**src/rtl/speed_sel_pkg.sv**
```systemverilog
// Shared definitions for the clock speed selection controller:
// FSM state encoding, configuration register field layout and reset value.
package speed_sel_pkg;

  // FSM state encoding
  localparam logic [2:0] ST_LS_RUN  = 3'd0;
  localparam logic [2:0] ST_HS_REQ  = 3'd1;
  localparam logic [2:0] ST_HS_RUN  = 3'd2;
  localparam logic [2:0] ST_LS_REQ  = 3'd3;
  localparam logic [2:0] ST_HOLDOFF = 3'd4;

  // Configuration register layout: {timeout_err/clear, holdoff[3:0], div[1:0], turbo_en}
  localparam int CFG_TURBO_BIT = 0;
  localparam int CFG_DIV_LSB   = 1;
  localparam int CFG_DIV_W     = 2;
  localparam int CFG_HOLD_LSB  = 3;
  localparam int CFG_HOLD_W    = 4;
  localparam int CFG_CLR_BIT   = 7;

  localparam logic [7:0] CFG_RESET = 8'h00;

  // True in the states where the clock request line is high
  function automatic logic isFastState(input logic [2:0] state);
    return (state == ST_HS_REQ) || (state == ST_HS_RUN);
  endfunction

endpackage

```
**src/rtl/sync_ff.sv**
```systemverilog
// Multi-flop synchroniser bringing a single asynchronous bit into the
// receiving clock domain. STAGES must be 2 or more.
module sync_ff #(
  parameter int STAGES = 2
) (
  input  logic i_clk,
  input  logic i_rst_b,
  input  logic i_d,
  output logic o_q
);

  logic [STAGES-1:0] r_sync;

  // Shift the asynchronous input through the flop chain
  always_ff @(posedge i_clk or negedge i_rst_b) begin
    if (!i_rst_b) begin
      r_sync <= '0;
    end else begin
      r_sync <= {r_sync[STAGES-2:0], i_d};
    end
  end

  assign o_q = r_sync[STAGES-1];

endmodule

```
**src/rtl/speed_sel_ctrl.sv**
```systemverilog
// Speed selection controller: hands the CPU clock between the slow host
// clock and the fast clock via a request/acknowledge handshake with the
// clock controller, with a configurable hold-off before returning to the
// slow-clock run state.
// Optional feature: define CLKSEL_TIMEOUT_EN to add a handshake timeout
// that raises a sticky error, drops turbo mode and forces a return to slow.
module speed_sel_ctrl
  import speed_sel_pkg::*;
#(
  parameter int SYNC_STAGES    = 2,
  parameter int TIMEOUT_CYCLES = 15
) (
  input  logic       lsclk_in,
  input  logic       rst_b,
  input  logic       host_req,
  input  logic       cfg_wr,
  input  logic [7:0] cfg_wdata,
  input  logic       hsclk_selected,
  input  logic       lsclk_selected,
  output logic       hsclk_sel,
  output logic [1:0] cpuclk_div_sel,
  output logic [7:0] cfg_rdata,
  output logic       timeout_err
);

  logic [2:0] r_state;
  logic [2:0] w_state_nxt;
  logic       r_turbo_en;
  logic [1:0] r_div;
  logic [3:0] r_holdoff;
  logic [3:0] r_hold_cnt;
  logic [3:0] w_hold_cnt_nxt;
  logic       r_hsclk_sel;
  logic [1:0] r_cpuclk_div_sel;
  logic       w_hs_ack;
  logic       w_timeout;
  logic       w_timeout_err;
  logic       w_abort;

  sync_ff #(
    .STAGES(SYNC_STAGES)
  ) u_hs_ack_sync (
    .i_clk  (lsclk_in),
    .i_rst_b(rst_b),
    .i_d    (hsclk_selected),
    .o_q    (w_hs_ack)
  );

  // Leaving fast mode is wanted when the host bus is needed or turbo is off
  assign w_abort = host_req || !r_turbo_en;

`ifdef CLKSEL_TIMEOUT_EN
  localparam int TO_W = $clog2(TIMEOUT_CYCLES + 1);

  logic [TO_W-1:0] r_to_cnt;
  logic            r_timeout_err;
  logic            w_waiting;

  assign w_waiting = (r_state == ST_HS_REQ) || (r_state == ST_LS_REQ);
  assign w_timeout = w_waiting && (r_to_cnt == TO_W'(TIMEOUT_CYCLES - 1));

  // Count cycles spent waiting for a handshake; restart on any state change
  always_ff @(posedge lsclk_in or negedge rst_b) begin
    if (!rst_b) begin
      r_to_cnt <= '0;
    end else if (w_waiting && (w_state_nxt == r_state) && !w_timeout) begin
      r_to_cnt <= r_to_cnt + TO_W'(1);
    end else begin
      r_to_cnt <= '0;
    end
  end

  // Sticky error flag: a timeout wins over a simultaneous clear write
  always_ff @(posedge lsclk_in or negedge rst_b) begin
    if (!rst_b) begin
      r_timeout_err <= CFG_RESET[CFG_CLR_BIT];
    end else if (w_timeout) begin
      r_timeout_err <= 1'b1;
    end else if (cfg_wr && cfg_wdata[CFG_CLR_BIT]) begin
      r_timeout_err <= 1'b0;
    end
  end

  assign w_timeout_err = r_timeout_err;
`else
  logic w_unused_cfg;

  assign w_timeout     = 1'b0;
  assign w_timeout_err = 1'b0;
  assign w_unused_cfg  = cfg_wdata[CFG_CLR_BIT] ^ (TIMEOUT_CYCLES > 0);
`endif

  // Next-state and hold-off counter logic
  always_comb begin
    w_state_nxt    = r_state;
    w_hold_cnt_nxt = r_hold_cnt;
    case (r_state)
      ST_LS_RUN: begin
        if (r_turbo_en && !host_req && lsclk_selected) begin
          w_state_nxt = ST_HS_REQ;
        end
      end
      ST_HS_REQ: begin
        if (w_abort || w_timeout) begin
          w_state_nxt = ST_LS_REQ;
        end else if (w_hs_ack) begin
          w_state_nxt = ST_HS_RUN;
        end
      end
      ST_HS_RUN: begin
        if (w_abort) begin
          w_state_nxt = ST_LS_REQ;
        end
      end
      ST_LS_REQ: begin
        if (lsclk_selected && !w_hs_ack) begin
          if (r_holdoff != 4'd0) begin
            w_state_nxt    = ST_HOLDOFF;
            w_hold_cnt_nxt = r_holdoff;
          end else begin
            w_state_nxt = ST_LS_RUN;
          end
        end
      end
      ST_HOLDOFF: begin
        if (r_hold_cnt <= 4'd1) begin
          w_state_nxt    = ST_LS_RUN;
          w_hold_cnt_nxt = 4'd0;
        end else begin
          w_hold_cnt_nxt = r_hold_cnt - 4'd1;
        end
      end
      default: begin
        w_state_nxt    = ST_LS_RUN;
        w_hold_cnt_nxt = 4'd0;
      end
    endcase
  end

  // State, hold-off counter and registered clock request
  always_ff @(posedge lsclk_in or negedge rst_b) begin
    if (!rst_b) begin
      r_state     <= ST_LS_RUN;
      r_hold_cnt  <= 4'd0;
      r_hsclk_sel <= 1'b0;
    end else begin
      r_state     <= w_state_nxt;
      r_hold_cnt  <= w_hold_cnt_nxt;
      r_hsclk_sel <= isFastState(w_state_nxt);
    end
  end

  // Configuration fields; a timeout forces turbo mode off
  always_ff @(posedge lsclk_in or negedge rst_b) begin
    if (!rst_b) begin
      r_turbo_en <= CFG_RESET[CFG_TURBO_BIT];
      r_div      <= CFG_RESET[CFG_DIV_LSB +: CFG_DIV_W];
      r_holdoff  <= CFG_RESET[CFG_HOLD_LSB +: CFG_HOLD_W];
    end else begin
      if (cfg_wr) begin
        r_turbo_en <= cfg_wdata[CFG_TURBO_BIT];
        r_div      <= cfg_wdata[CFG_DIV_LSB +: CFG_DIV_W];
        r_holdoff  <= cfg_wdata[CFG_HOLD_LSB +: CFG_HOLD_W];
      end
      if (w_timeout) begin
        r_turbo_en <= 1'b0;
      end
    end
  end

  // Divider changes only while the CPU is safely running on the slow clock
  always_ff @(posedge lsclk_in or negedge rst_b) begin
    if (!rst_b) begin
      r_cpuclk_div_sel <= 2'b00;
    end else if (((r_state == ST_LS_RUN) || (r_state == ST_HOLDOFF)) && lsclk_selected) begin
      r_cpuclk_div_sel <= r_div;
    end
  end

  assign hsclk_sel      = r_hsclk_sel;
  assign cpuclk_div_sel = r_cpuclk_div_sel;
  assign timeout_err    = w_timeout_err;
  assign cfg_rdata      = {w_timeout_err, r_holdoff, r_div, r_turbo_en};

endmodule
```
**config.mk**
```make
export PLATFORM = sky130hd
export DESIGN_NAME = speed_sel_ctrl
export DESIGN_NICKNAME = d
export VERILOG_FILES = /design/src/rtl/speed_sel_pkg.sv /design/src/rtl/sync_ff.sv /design/src/rtl/speed_sel_ctrl.sv
export SDC_FILE = /design/constraint.sdc
export NUM_CORES = 1
export LEC_CHECK = 0
export BUFFER_PORTS_ARGS = -buffer_cell sky130_fd_sc_hd__buf_2
export CAP_MARGIN = 10
export CORE_MARGIN = 2
export CORE_UTILIZATION = 29
export CTS_BUF_LIST = sky130_fd_sc_hd__clkbuf_4
export CTS_CLUSTER_DIAMETER = 50
export DETAILED_ROUTE_END_ITERATION = 6
export GPL_ROUTABILITY_DRIVEN = 0
export GPL_TIMING_DRIVEN = 0
export PLACE_DENSITY = 0.53
export SETUP_SLACK_MARGIN = 0.4
export SLEW_MARGIN = 20
export SYNTH_ARGS = -nofsm -noshare
export SYNTH_HDL_FRONTEND = slang
export SYNTH_SLANG_ARGS = --single-unit
export TNS_END_PERCENT = 10
```
**constraint.sdc**
```tcl
create_clock -name lsclk_in -period 1.5 [get_ports lsclk_in]
set_input_delay 0.075 -clock lsclk_in [delete_from_list [all_inputs] [get_ports lsclk_in]]
set_output_delay 0.075 -clock lsclk_in [all_outputs]
set_load 0.005 [all_outputs]
```
## Yosys cells after proc, flatten, opt, wreduce, memory -nomap -nowiden

Index checks and enable logic that the tools add are counted.

| cells by class | value |
|---|---|
| add/subtract/negate cells | 1 |
| reductions and logical operators | 14 |
| equality and inequality tests | 8 |
| order comparisons | 1 |
| multiplexer cells | 12 |
| bitwise logic cells | 1 |

Operators with widths:

| kind | number |
|---|---|
| $mux W3 | 7 |
| $pmux W3 S5 | 1 |
| $mux W4 | 3 |
| $pmux W4 S3 | 1 |
| $eq A3 B2 Y1 const B | 3 |
| $eq A3 B1 Y1 const B | 2 |
| $le A4 B1 Y1 const B | 1 |
| $logic_and A1 B1 Y1 | 4 |
| $ne A2 B2 Y1 const B | 2 |
| $reduce_bool A4 Y1 | 1 |
| $sub A4 B1 Y4 const B | 1 |
| $eq A3 B3 Y1 const B | 1 |
| $logic_not A1 Y1 | 3 |
| $logic_not A3 Y1 | 1 |
| $logic_or A1 B1 Y1 | 3 |
| $reduce_and A3 Y1 | 1 |
| $reduce_or A3 Y1 | 1 |
| $not A1 Y1 | 1 |

| word-level totals | value |
|---|---|
| output and inout port bits | 12 |
| input port bits | 14 |
| logic and storage cells | 45 |
| flip-flop bits (word level) | 19 |

## Depth between registers and ports, before layout

| logic depth | value |
|---|---|
| depth after elaboration | 7 |
| mapped depth | 6 |
| gate-level depth less buffers | 6 |

## Cells and area by module

From an unflattened synthesis, not the netlist that was laid out.

| second synthesis, totals | value |
|---|---|
| cell total of the unflattened synthesis | 73 |
| area, all modules | 945.9 um2 |

By module, submodules not included:

| module | instances | cells an instance | area each (um2) | seq. area each (um2) |
|---|---|---|---|---|
| speed_sel_ctrl | 1 | 71 | 895.9 | 425.4 |
| sync_ff | 1 | 2 | 50.0 | 50.0 |

## Worst setup path after synthesis

No wires, ideal clock.

| timing path | value |
|---|---|
| kind | register to register |
| start point | reg r_holdoff[1] |
| end point | reg r_hold_cnt[0] |
| path slack | 0.196 ns |
| stages on the path, launching flop included | 4 |
| arrival | 1.226 ns |
| period minus slack after synthesis | 1.304 ns |
| buffers on the path | 0 |
| setup time | 0.078 ns |
| required time | 1.422 ns |
| cells stage by stage | dfrtp_1 -> o41a_1 -> a31oi_4 -> o2bb2ai_1 |

| on the way | value |
|---|---|
| longest elaborated chain between the ends | 3 |

RTL lines:

| item | RTL line | source |
|---|---|---|
| start, declared | speed_sel_ctrl.sv:30 | `logic [3:0] r_holdoff;` |
| start signal, assigned | speed_sel_ctrl.sv:158 | `r_holdoff <= CFG_RESET[CFG_HOLD_LSB +: CFG_HOLD_W];` |
| start signal, assigned | speed_sel_ctrl.sv:163 | `r_holdoff <= cfg_wdata[CFG_HOLD_LSB +: CFG_HOLD_W];` |
| $reduce_bool A4 Y1 | speed_sel_ctrl.sv:117 | `if (r_holdoff != 4'd0) begin` |
| $ne A2 B2 Y1 (no source line) | - |  |
| $reduce_and A3 Y1 (no source line) | - |  |
| end signal, assigned | speed_sel_ctrl.sv:148 | `r_hold_cnt <= w_hold_cnt_nxt;` |
| end, declared | speed_sel_ctrl.sv:31 | `logic [3:0] r_hold_cnt;` |

No other way between the ends.
A chain may end at the register's enable or synchronous reset.

## Worst setup path in the final report

Ends and elaborated chain as after synthesis.

==> impl_metrics.env <==
export IMPL_cts_tree="yes"
export IMPL_outcome="finished clean"
export IMPL_avgRoutedWirePerCell_um=11.4
export IMPL_fin_skew_ns=0.00709
export IMPL_avgSynthCellArea_um2=13.0
export IMPL_cts_buffers=3
export IMPL_powerDensity_nw_per_um2=1590
export IMPL_synth_cells=73
export IMPL_hold_class="in -> reg"
export IMPL_final_common_cell="buf_2"
export IMPL_clkSinkCount=19
export IMPL_netlist_area_um2=946
export IMPL_track_usage_pct=10.8
export IMPL_setup_viol=0
export IMPL_grt_pass1_wl_um=3010
export IMPL_crit_fanout=4
export IMPL_num_vias=712
export IMPL_utilization_pct=43.0
export IMPL_drv_cap=0
export IMPL_drt_wl_total_um=1800
export IMPL_die_area_um2=3730
export IMPL_synth_seq_cells=19
export IMPL_row_count=20
export IMPL_min_period_ns=1.35
export IMPL_io_buffers=21
export IMPL_grt_max_degree=20
export IMPL_antenna_found_initial=0
export IMPL_htreeDepth=1
export IMPL_arrival_ns=1.54
export IMPL_crit_slowest_cell="o41a_1"
export IMPL_drive_gt1_share_pct=55.3
export IMPL_drtIter0Drc=5
export IMPL_antennaDiodeCount=0
export IMPL_synth_cell_type_count=33
export IMPL_post_route_drc_count=0
export IMPL_path_buf_inv=0
export IMPL_grt_pass1_vias=725
export IMPL_die_w_um=61.1
export IMPL_cts_buffer_depth=2
export IMPL_critical_path_required_ns=1.69
export IMPL_dp_hpwl_um=1250
export IMPL_clkLatencyLatePin_ns=0.29
export IMPL_dp_cells=139
export IMPL_syn_to_final_growth_pct=39.8
export IMPL_final_cells=158
export IMPL_routed_via_density=4.51
export IMPL_synth_seq_area_share_pct=50.3
export IMPL_fin_tns_setup_ns=0
export IMPL_grt_ovfl_total=0
export IMPL_slowest_delay_ns=0.50
export IMPL_fmax_mhz=742
export IMPL_final_nets=131
export IMPL_hold_violations=0
export IMPL_cp_top_family="compound AO/OA/AOI/OAI gates"
export IMPL_rsz0062_at_grt="yes"
export IMPL_initial_core_util_pct=30.7
export IMPL_root_buffer="clkbuf_4"
export IMPL_critical_path_cell_chain="o41a_1 -> a21oi_2 -> o2bb2ai_1"
export IMPL_detail_route_antenna_nets=0
export IMPL_p_leak_nw=0.580
export IMPL_cts_clk_slew_worst_paths_ns=0.11
export IMPL_firstDrtPassIters=4
export IMPL_fin_crit_sh_pct=89.9
export IMPL_core_um2=3080
export IMPL_startpoint_type="flop"
export IMPL_fp_dieH_um=61.1
export IMPL_crit_path_end_kind="flop"
export IMPL_yosysWarnings=0
export IMPL_mostFrequentLayoutCells="23 x buf_2, 18 x dfrtp_1, 13 x buf_4"
export IMPL_vdd_drop_max_uv=706
export IMPL_num_io_pins=26
export IMPL_path_class="reg -> reg"
export IMPL_drv_slew=0
final timing paths:
| kind | from | end | slack (ns) | cells after the start |
|---|---|---|---|---|
| worst max register to register | r_holdoff[1] | r_hold_cnt[0] | 0.15 | 3 |
| min in group asynchronous | rst_b | r_hold_cnt[2] | 0.25 | 2 |
| worst min-delay path | cfg_wdata[4] | r_holdoff[1] | 0.01 | 2 |
| worst max-delay path | r_holdoff[1] | r_hold_cnt[0] | 0.15 | 3 |
| max in group asynchronous | rst_b | r_state[2] | 0.94 | 2 |
| worst min register to register | u_hs_ack_sync.r_sync[0] | u_hs_ack_sync.r_sync[1] | 0.36 | 0 |
cells in the mapped netlist:
cell type,count,area [um2]
dfrtp_1,19,475
mux2_2,9,101
buf_4,4,30.0
inv_1,4,15.0
o2bb2ai_1,4,35.0
a2bb2oi_1,3,26.3
buf_2,2,10.0
ha_1,2,25.0
nor2b_1,2,12.5
a21bo_2,1,10.0
a21o_1,1,7.51
a21oi_1,1,5.00
a21oi_2,1,8.76
a22oi_1,1,7.51
a311oi_1,1,8.76
a311oi_2,1,15.0
a31oi_4,1,21.3
a32o_1,1,10.0
and3_1,1,6.26
clkbuf_1,1,3.75
conb_1,1,3.75
mux2i_1,1,10.0
nand3b_1,1,7.51
nor2_1,1,3.75
nor3_1,1,5.00
nor3b_1,1,7.51
nor3b_4,1,18.8
o21ai_0,1,5.00
o31ai_2,1,12.5
o41a_1,1,11.3
or3b_1,1,8.76
xnor2_1,1,8.76
xor2_1,1,8.76
sequential cells by signal, summed over array words and instances, names as in the netlist:
register / count
u_hs_ack_sync.r_sync: 2
r_turbo_en: 1
r_holdoff: 4
hsclk_sel: 1
cpuclk_div_sel: 2
r_state: 3
r_hold_cnt: 4
r_div: 2
worst reg2reg max path, cell delays in order (launching register included):
cell       delay, ns
dfrtp_1         0.40
o41a_1          0.50
a21oi_2         0.24
o2bb2ai_1       0.10
per-layer routing:
layer / vias up / routed length [um] / part of all wire (%) / global-route usage [%]
met5: - / 0 / 0 / 0
met4: 0 / 14 / 0.78 / 5.59
met3: 2 / 72 / 4.0 / 1.26
met2: 16 / 927 / 51 / 17.9
met1: 345 / 790 / 44 / 13.7
li1: 349 / - / - / -
cell type report:
| cell class | count | area, um2 |
|---|---|---|
| buffer | 7 | 43.8 |
| clock buffer | 4 | 30.0 |
| fill | 299 | 1760 |
| inverter | 4 | 15.0 |
| multi-input combinational | 44 | 469 |
| sequential | 19 | 477 |
| tap | 44 | 55.1 |
| timing repair buffer | 36 | 233 |
stage by stage:
step | power, mW | hold WS (ns) | worst slack (ns) | area (um2)
after floorplan | 1.35 | -0.221 | 0.201 | 950
after global placement | 1.53 | 0.0354 | 0.0679 | 1110
after detailed placement | 1.54 | 0.0389 | 0.0725 | 1110
after CTS | 2.04 | 0.000510 | 0.139 | 1290
after global routing | 2.25 | 0.00238 | 0.0838 | 1320
final | 2.10 | 0.0138 | 0.152 | 1320
report_power, final:
group	leakage (nW)	internal [mW]	switching (mW)	total, mW
sequential	0.229	0.658	0.115	0.773
combinational	0.332	0.583	0.471	1.05
clock	0.0184	0.121	0.153	0.275
cell families after synthesis:
family,count (synthesis),share of synthesized area (%)
DFF,19,50.3
AOI/OAI and AO/OA,19,19.4
and+or+nand+nor,9,7.41
adders and majority gates,2,2.65
buffers and inverters,11,6.22
xor gates and xnor gates,2,1.85
muxes,10,11.8
other,1,0.396
repair_timing:
item	in CTS	in global routing
hold buffers	5	1
hold endpoints to repair	23	1
pin swaps	10	3
buffers inserted	7	2
resized for setup	9	2
endpoints found under the setup margin	10	10
No activity file was read; power rests on OpenSTA's default activity.
